<file path="src/rtl/dw2_gen.sv">
// dw2_gen: delta-weight generator for one hidden-to-output weight register.
// Computes dw = -ETA*delta*act in signed Q6.10 over two sequential multiply
// stages, then strobes the weight register's update (or initial-load) input.
module dw2_gen #(
  parameter logic signed [15:0] ETA  = 16'sd512,
  parameter int unsigned        FRAC = 10
) (
  input  logic               clk,
  input  logic               reset,
  input  logic               start,
  input  logic               init_req,
  input  logic signed [15:0] delta,
  input  logic signed [15:0] act,
  output logic signed [15:0] dw,
  output logic               select_update,
  output logic               select_initial,
  output logic               busy,
  output logic               done
);

  localparam int unsigned DW = 16;
  localparam int unsigned PW = 32;

  typedef enum logic [2:0] {
    S_IDLE  = 3'd0,
    S_MUL_A = 3'd1,
    S_MUL_B = 3'd2,
    S_ISSUE = 3'd3,
    S_INIT  = 3'd4
  } state_t;

  state_t r_state;
  state_t w_state_nxt;

  logic signed [DW-1:0] r_d;
  logic signed [DW-1:0] r_a;
  logic signed [DW-1:0] r_p1;
  logic signed [DW-1:0] r_p2;
  logic signed [DW-1:0] r_dw;
  logic                 r_select_update;
  logic                 r_select_initial;
  logic                 r_busy;
  logic                 r_done;

  logic                 w_capture;
  logic signed [PW-1:0] w_prod1;
  logic signed [PW-1:0] w_prod2;
  logic signed [DW-1:0] w_p1;
  logic signed [DW-1:0] w_p2;
  logic signed [DW-1:0] w_dw;

  // Clamp a 32-bit signed value into the 16-bit signed range.
  function automatic logic signed [DW-1:0] sat16(input logic signed [PW-1:0] x);
    if (x > 32'sd32767)       return 16'sh7FFF;
    else if (x < -32'sd32768) return 16'sh8000;
    else                      return DW'(x);
  endfunction

  // Product stages: full-width multiply, arithmetic (floor) shift, clamp.
  always_comb begin
    w_prod1 = PW'(r_d) * PW'(r_a);
    w_p1    = sat16(w_prod1 >>> FRAC);
    w_prod2 = PW'(r_p1) * PW'(ETA);
    w_p2    = sat16(w_prod2 >>> FRAC);
    w_dw    = (w_p2 == 16'sh8000) ? 16'sh7FFF : -w_p2;
  end

  // State register.
  always_ff @(posedge clk) begin
    if (reset) r_state <= S_IDLE;
    else       r_state <= w_state_nxt;
  end

  // Next-state logic; init_req has priority over start in IDLE.
  always_comb begin
    w_state_nxt = r_state;
    w_capture   = 1'b0;
    case (r_state)
      S_IDLE: begin
        if (init_req) begin
          w_state_nxt = S_INIT;
        end else if (start) begin
          w_state_nxt = S_MUL_A;
          w_capture   = 1'b1;
        end
      end
      S_MUL_A: w_state_nxt = S_MUL_B;
      S_MUL_B: w_state_nxt = S_ISSUE;
      S_ISSUE: w_state_nxt = S_IDLE;
      S_INIT:  w_state_nxt = S_IDLE;
      default: w_state_nxt = S_IDLE;
    endcase
  end

  // Datapath registers and registered outputs, all derived from next state.
  always_ff @(posedge clk) begin
    if (reset) begin
      r_d              <= '0;
      r_a              <= '0;
      r_p1             <= '0;
      r_p2             <= '0;
      r_dw             <= '0;
      r_select_update  <= 1'b0;
      r_select_initial <= 1'b0;
      r_busy           <= 1'b0;
      r_done           <= 1'b0;
    end else begin
      if (w_capture) begin
        r_d <= delta;
        r_a <= act;
      end
      if (r_state == S_MUL_A) r_p1 <= w_p1;
      if (r_state == S_MUL_B) begin
        r_p2 <= w_p2;
        r_dw <= w_dw;
      end
      r_select_update  <= (w_state_nxt == S_ISSUE);
      r_done           <= (w_state_nxt == S_ISSUE);
      r_select_initial <= (w_state_nxt == S_INIT);
      r_busy           <= (w_state_nxt != S_IDLE);
    end
  end

  assign dw             = r_dw;
  assign select_update  = r_select_update;
  assign select_initial = r_select_initial;
  assign busy           = r_busy;
  assign done           = r_done;

endmodule

</file>
<file path="config.mk">
export PLATFORM = sky130hd
export DESIGN_NAME = dw2_gen
export DESIGN_NICKNAME = d
export VERILOG_FILES = /design/src/rtl/dw2_gen.sv
export SDC_FILE = /design/constraint.sdc
export NUM_CORES = 1
export LEC_CHECK = 0
export ABC_AREA = 1
export CAP_MARGIN = 20
export CORE_MARGIN = 2
export CORE_UTILIZATION = 59
export CTS_BUF_LIST = sky130_fd_sc_hd__clkbuf_4 sky130_fd_sc_hd__clkbuf_8
export CTS_CLUSTER_SIZE = 20
export DETAILED_ROUTE_END_ITERATION = 12
export PLACE_DENSITY = 0.77
export REMOVE_ABC_BUFFERS = 1
export SLEW_MARGIN = 10
export SYNTH_ARGS = -nofsm -noshare
export SYNTH_HDL_FRONTEND = slang
export SYNTH_SLANG_ARGS = --single-unit
</file>
<file path="constraint.sdc">
create_clock -name clk -period 6 [get_ports clk]
set_clock_uncertainty 0.1 [all_clocks]
set_input_delay 1.8 -clock clk [delete_from_list [all_inputs] [get_ports clk]]
set_output_delay 1.8 -clock clk [all_outputs]
set_load 0.01 [all_outputs]
</file>
==> impl_metrics.toml <==
[power_and_ir_drop]
peakVddDrop_mv = 0.161
p_sw_share_pct = 47.5
combinationalPowerShare_pct = 66.1
powerDensity_nw_per_um2 = 168
leakagePower_uw = 0.00953
power_frac_clock_pct = 14.7
p_switching_uw = 1340
p_int_uw = 1490
p_seq_share_pct = 19.2

[status]
status = "finished, violations left"
violations = "negative setup slack"

[timing]
slew_violations = 0
finalCritPeriodShare_pct = 102
timing.hold.ws_ps = 368
max_freq_mhz = 163
fin_crit_ps = 6140
hold_violations = 0
setup_slack_ps = -145
relSlewSlack_pct = 53.4
worst_slew_pin_slew_ps = 699
grt_setup_unrepaired = "true"
setup_viol = 14

[final_layout]
nFillCells = 1609
nNetsFinal = 2361
final_layout_size_suffix_gt1_share_pct = 22.7
num_antenna_cells = 0
layout.cells.non_filler = 2274
finalInstanceArea_um2 = 16900
areaGrowthSynthToFinish_pct = 24.0
final_util_pct = 74.4
regArea_um2 = 1450
multi_input_area_um2 = 10700

[placement]
gp_congestion = 0.906
place_area_um2 = 15500
placedCellCount = 2226
dpl.hpwl_um = 29200
io_buffers = 55

[drt]
wl_per_cell_um = 16.2
detail-route-antenna-nets = 0
drc = 0
drtIter0Drc = 681
finalWirelength_um = 36900
via_count = 11800
vias_per_cell = 5.17
drt_pass1_iterations = 5

[synthesis]
netlist_instances = 1807
syn-cell-area_um2 = 13600
synth_cell_types = 41
syn_area_per_cell_um2 = 7.52
ys_async_sr_fraction_pct = 0
ys_warn_count = 0
synth-seq-cells = 69
synth_edf_count = 0
ys.flop_type = "dfxtp_1"
ys_seq_area_share_pct = 10.2

[critical_path]
reg2reg_to = "r_p1[11]"
rrSetupSlack_ps = -140
cp.required_ps = 6190
worst-endpoint-arrival_ps = 6330
r2r_start = "r_d[15]"
critPathKind = "reg -> reg"
reg2regPathDepth = 25
cp-start-kind = "register"
cp_max_fo = 9
crit_path_end_kind = "register"

[hold_path]
worstHoldStart = "dw[2]"
whs_endpoint = "dw[2]"
holdPathStages = 2
hold_class = "reg -> reg"

[floorplan]
core_area_um2 = 22600
die_w_um = 156
fp.dieH_um = 156
boundaryPins = 56
start_util_pct = 60.0
rows = 55
die_area_um2 = 24300

[clocking]
clk_path_buf_depth = 2
cts-hold-fix-buffers = 0
clockRootBuffer = "clkbuf_8"
worstSkewPairLatency_ps = 400
cts_sinks = 69
cts_buffers = 9
cts_tree = "built"
cts.clk_slew.worst_paths_ps = 100
htreeDepth = 3

[grt]
track_usage_pct = 31.0
grt_pass1_wl_um = 58600
antenna_found_initial = 0
overflow = 0
grt_max_degree = 61
grt_pass1_vias = 12200

[job]
cap_violations = 0
## registers in the layout (all words and copies together), names as in the netlist
register	cells
select_initial	1
dw	16
done	1
r_d	16
r_p1	15
busy	1
r_a	16
r_state	3
## synthesized netlist by cell type, types with 2 or more instances
library cell	n	area (um2)
o21bai_1	6	45.0
nor2_1	125	469
o21ai_0	72	360
xor2_1	20	175
nor3_1	9	45.0
nand2_4	2	22.5
nor3_2	4	40.0
nand2_1	398	1490
nand3_2	4	40.0
a22oi_1	2	15.0
nand2_2	26	163
clkbuf_1	75	282
or2_2	4	25.0
a21oi_2	12	105
buf_6	3	33.8
fa_1	261	5230
nand4_1	3	18.8
xnor2_1	12	105
nor2_2	6	37.5
dfxtp_1	69	1380
nand3_1	28	140
ha_1	80	1000
a21oi_1	38	190
inv_1	519	1950
a31oi_1	3	18.8
nor2_4	2	22.5
o211ai_1	4	30.0
buf_2	2	10.0
inv_2	6	22.5
## power groups by stage
stage          logic [uW]  registers [uW]  clock network, uW
2_1_floorplan         862             572                  0
3_3_place_gp         1470             555                  0
3_5_place_dp         1500             556                  0
4_1_cts              1600             547                424
5_1_grt              2040             545                435
6_report             1870             542                417
## critical path: stages (launching register included)
cell and delay [ps]:
dfxtp_2 340, buf_12 140, nand2_4 70, inv_2 40
fa_2 670, fa_2 500, buf_6 150, buf_12 120
fa_1 480, fa_1 580, fa_1 440, fa_1 490
ha_4 320, nand2_2 100, o21ai_0 250, nand2_1 90
nand2_1 130, a21oi_2 50, buf_4 150, nand3_2 60
nand2_1 60, nor2_2 120, nand3_2 100, a21oi_4 230
clkbuf_16 190, a21oi_2 50
## placed cells by master, fill, tap and decap left out, types with 20 or more instances in the layout
master / n
nand3_1: 23
nor2_1: 107
ha_4: 20
nand2_1: 365
dfxtp_1: 46
nand2_2: 42
inv_2: 31
clkdlybuf4s50_1: 55
fa_1: 246
inv_1: 494
buf_4: 171
xor2_1: 20
a21oi_2: 28
o21ai_0: 65
ha_1: 59
## worst max-delay path by stage
stage / cells after the start / end / start / slack (ps)
floorplan: 25 / r_p1[1] / r_a[1] / -350
global placement: 24 / r_p1[2] / r_d[15] / -250
CTS: 28 / r_p1[2] / r_d[15] / -70
global route: 26 / r_p1[5] / r_a[15] / -330
finish: 25 / r_p1[11] / r_d[15] / -140
detailed placement: 25 / r_p1[2] / r_d[15] / -370
## area by class of cell
type                    instances  area share (%)
clock inverters                 7           0.379
flip-flops and latches         69            8.58
inverters                     526            11.7
well taps                     285            2.12
clock buffers                   9           0.735
multi-input cells            1129            63.3
repair buffers                249            13.2
## per-stage QoR
step / setup WS (ps) / power [uW] / setup TNS [ps]
global placement: -255 / 2030 / -3460
CTS: -67.2 / 2580 / -563
finish: -145 / 2830 / -1690
global route: -334 / 3020 / -4540
floorplan: -350 / 1430 / -4620
detailed placement: -365 / 2060 / -4880
## layer usage
layer  wire [um]  track usage, %
met2       19000            54.8
met3        2400            5.39
met4        1400            11.4
met5           0               0
met1       14100            38.1
## logic make-up after synthesis
family,synth area share [%]
flip-flops,10.2
XOR/XNOR,2.06
AND/OR/NAND/NOR,18.9
buffers and inverters,17.2
AO/OA/AOI/OAI,5.90
adder cells (fa/ha/maj),45.8
## timing repair
item | 4_1_cts | 5_1_grt
gates cloned | 0 | 2
buffers inserted | 1 | 29
pin swaps | 12 | 109
resized for setup | 66 | 182
endpoints found under the setup margin | 15 | 15
Note: power is estimated with default switching activity, not from simulation.
==> RTL edit, RTL diff (same flow settings) <==
`PW`: 32 -> 16.
--- a/src/rtl/dw2_gen.sv
+++ b/src/rtl/dw2_gen.sv
@@ -19,7 +19,7 @@
 );
 
   localparam int unsigned DW = 16;
-  localparam int unsigned PW = 32;
+  localparam int unsigned PW = 16;
 
   typedef enum logic [2:0] {
     S_IDLE  = 3'd0,
Function: changed (a bounded check fails within 4 cycles, from zero or initial values and one cycle with reset high).
==> RTL edit against the original RTL <==
  * Critical endpoint is now r_p1[5]
  * Core utilization down 7.5 points
  * Highest routed layer unchanged
  * Design area down 57%
  * Setup slack better by 0.71 ns
  * Routed wire length down 64%
  * Die area down 51%
  * Area after synthesis down 52%
  * Sequential cell count down 13
  * Power down 63%
  * Largest cell class unchanged
  * Critical path depth down 5
  * Largest power group is now sequential cells
  * Hold slack better by 0.031 ns
  * Non-clock buffer count down 186
==> RTL edit: results (changes against the original RTL) <==
Run status
  – Outcome: finished clean (was finished with violations)

Setup path
  – CP startpoint: r_d[4] (was r_d[15])
  – Crit-path max FO: 14 (was 9)
  – RR Endpoint: r_p1[5] (was r_p1[11])
  – CP peak stage delay: 0.70 ns (was 0.67 ns)
  – R2R setup slack: 0.57 ns (was -0.14 ns)
  – WP data arrival: 5.57 ns (was 6.33 ns)
  – Worst reg2reg path depth: 20 (was 25)
  – Crit Path Class: register to register (unchanged)
  – Critical path's slowest cell: dfxtp_1 (was fa_2)

Pwr
  – Sw frac: 35.75% (was 47.49%)
  – Static Leak: 4.149 nW (was 9.526 nW)
  – Peak VDD IR: 0.0001227 V (was 0.0001613 V)

Worst hold path
  – Hold Path Depth: 2 (unchanged)
  – HP Class: register to register (unchanged)

Synth
  – Ys Warns: 0 (unchanged)
  – Top post-synthesis cells by count: inv_1 (243), nand2_1 (216), nor2_1 (86) (was inv_1 (519), nand2_1 (398), fa_1 (261))
  – Fraction of registers with async set or reset after synthesis: 0% (unchanged)
  – Distinct cell type count after synthesis: 32 (was 41)
  – Ys flop type: dfxtp_1 (unchanged)
  – Post-synthesis sequential area ratio: 17.10% (was 10.17%)
  – Synth area leaders: fa_1 (24%), dfxtp_1 (17%), inv_1 (14%), nand2_1 (12%), ha_1 (12%) (was fa_1 (38%), inv_1 (14%), nand2_1 (11%), dfxtp_1 (10%), ha_1 (7.4%))

Place
  – Post-DP Area: 7112 sq um (was 15470 sq um)
  – Routability cong.: 0.8502 (was 0.9059)
  – Port bufs: 55 (unchanged)
  – DP HPWL: 11090 um (was 29220 um)
  – Place WS: 0.6017 ns (was -0.3651 ns)

Routing
  – Iter 0 DRT Violations: 331 (was 681)
  – DRT antenna net count: 0 (unchanged)
  – DRT Pass-1 Iters: 5 (unchanged)
  – Vias: 5424 (was 11.75k)
  – Total wire length: 13260 um (was 36920 um)

Clocking
  – Max Buffers Root-to-Sink: 2 (unchanged)
  – Number of H-tree levels: 2 (was 3)
  – Clk slew on worst S/H paths: about 0.11 ns
  – Post-CTS sizing: 0 (was 66)
  – Post CTS Setup Buffer Count: 0 (was 1)
  – Num CTS Buffers: 5 (was 9)
  – Clock latency on the worst-skew pair: 0.33 ns (was 0.40 ns)
  – Root cell of the clock tree: clkbuf_8 (unchanged)

Layout
  – Fillers: 971 (was 1609)
  – Fraction of layout instances using a drive strength above 1: 2.821% (was 22.72%)
  – Layout Nets: 1132 (was 2361)
  – N_diodes: 0 (unchanged)

Global routing
  – Vias in the first global route: 5305 (was 12.17k)
  – First-pass GRT wire length: 23330 um (was 58570 um)
  – Largest net degree at the start of global routing: 49 (was 61)
  – Initial antenna violation count: 0 (unchanged)
  – GRT Total Usage: 24.39% (was 30.96%)

STA
  – WHS: 0.3986 ns (was 0.3677 ns)
  – Slew at the pin closest to its max-slew limit: 0.9093 ns (was 0.6988 ns)
  – Final min period: 5.432 ns (was 6.145 ns)
## RTL edit: cell count changes in the layout (fill, tap and decap cells not counted), sizes merged, moves of 10 or more
| cell | before | now |
|---|---|---|
| a21oi | 51 | 24 |
| buf | 192 | 8 |
| dfxtp | 69 | 56 |
| fa | 261 | 78 |
| ha | 80 | 62 |
| inv | 531 | 244 |
| nand2 | 426 | 223 |
| nor2 | 133 | 86 |
| nor3 | 13 | 3 |
| o21ai | 73 | 51 |
| xor2 | 20 | 4 |
## RTL edit: stage by stage
step / instances / total power [mW]
floorplan: 886 / 0.6668
global placement: 1088 / 0.7803
detailed placement: 1088 / 0.7868
CTS: 1096 / 1.047
global route: 1097 / 1.122
finish: 1097 / 1.043
## RTL edit: critical path: cells and delay by family, from the launching register on
kind,cells,cell delay [ns]
buffers and inverters,5,0.23
AO/OA/AOI/OAI,3,0.46
adder cells (fa/ha/maj),7,3.43
flip-flops,1,0.70
AND/OR/NAND/NOR,5,0.40
## RTL edit: layer usage
metal	routed length [um]	global-route usage, %
met1	5887	32.03
met4	298	6.962
met2	6407	42.33
met3	662	2.964
met5	0	0
## RTL edit: cell type report
class | count | area, sq um | share of cell area (%)
well taps | 140 | 175.2 | 2.415
inverters | 245 | 919.6 | 12.68
repair buffers | 63 | 630.6 | 8.693
flip-flops and latches | 56 | 1121 | 15.45
clock inverters | 3 | 46.29 | 0.6382
multi-input cells | 585 | 4293 | 59.18
clock buffers | 5 | 68.82 | 0.9486
## RTL edit: worst min path at each step
stage	startpoint	end
CTS	dw[2]	dw[2]
finish	r_d[15]	r_d[15]
global route	r_d[15]	r_d[15]
global placement	dw[2]	dw[2]
detailed placement	dw[2]	dw[2]
floorplan	r_d[15]	r_d[15]
## RTL edit: power by group through the flow
stage,Combinational (mW),Clock (mW),Sequential [mW]
6_report,0.323,0.263,0.457
5_1_grt,0.377,0.281,0.464
4_1_cts,0.324,0.267,0.456
3_5_place_dp,0.322,0,0.465
3_3_place_gp,0.316,0,0.464
2_1_floorplan,0.214,0,0.453
## RTL edit: logic make-up (layout without fill, tap and decap cells)
logic type	count (synthesis)	in the layout	share of synthesized area (%)
XOR/XNOR	10	10	1.450
adder cells (fa/ha/maj)	140	140	35.65
buffers and inverters	289	316	17.42
AND/OR/NAND/NOR	349	349	21.41
flip-flops	56	56	17.10
AO/OA/AOI/OAI	86	86	6.966
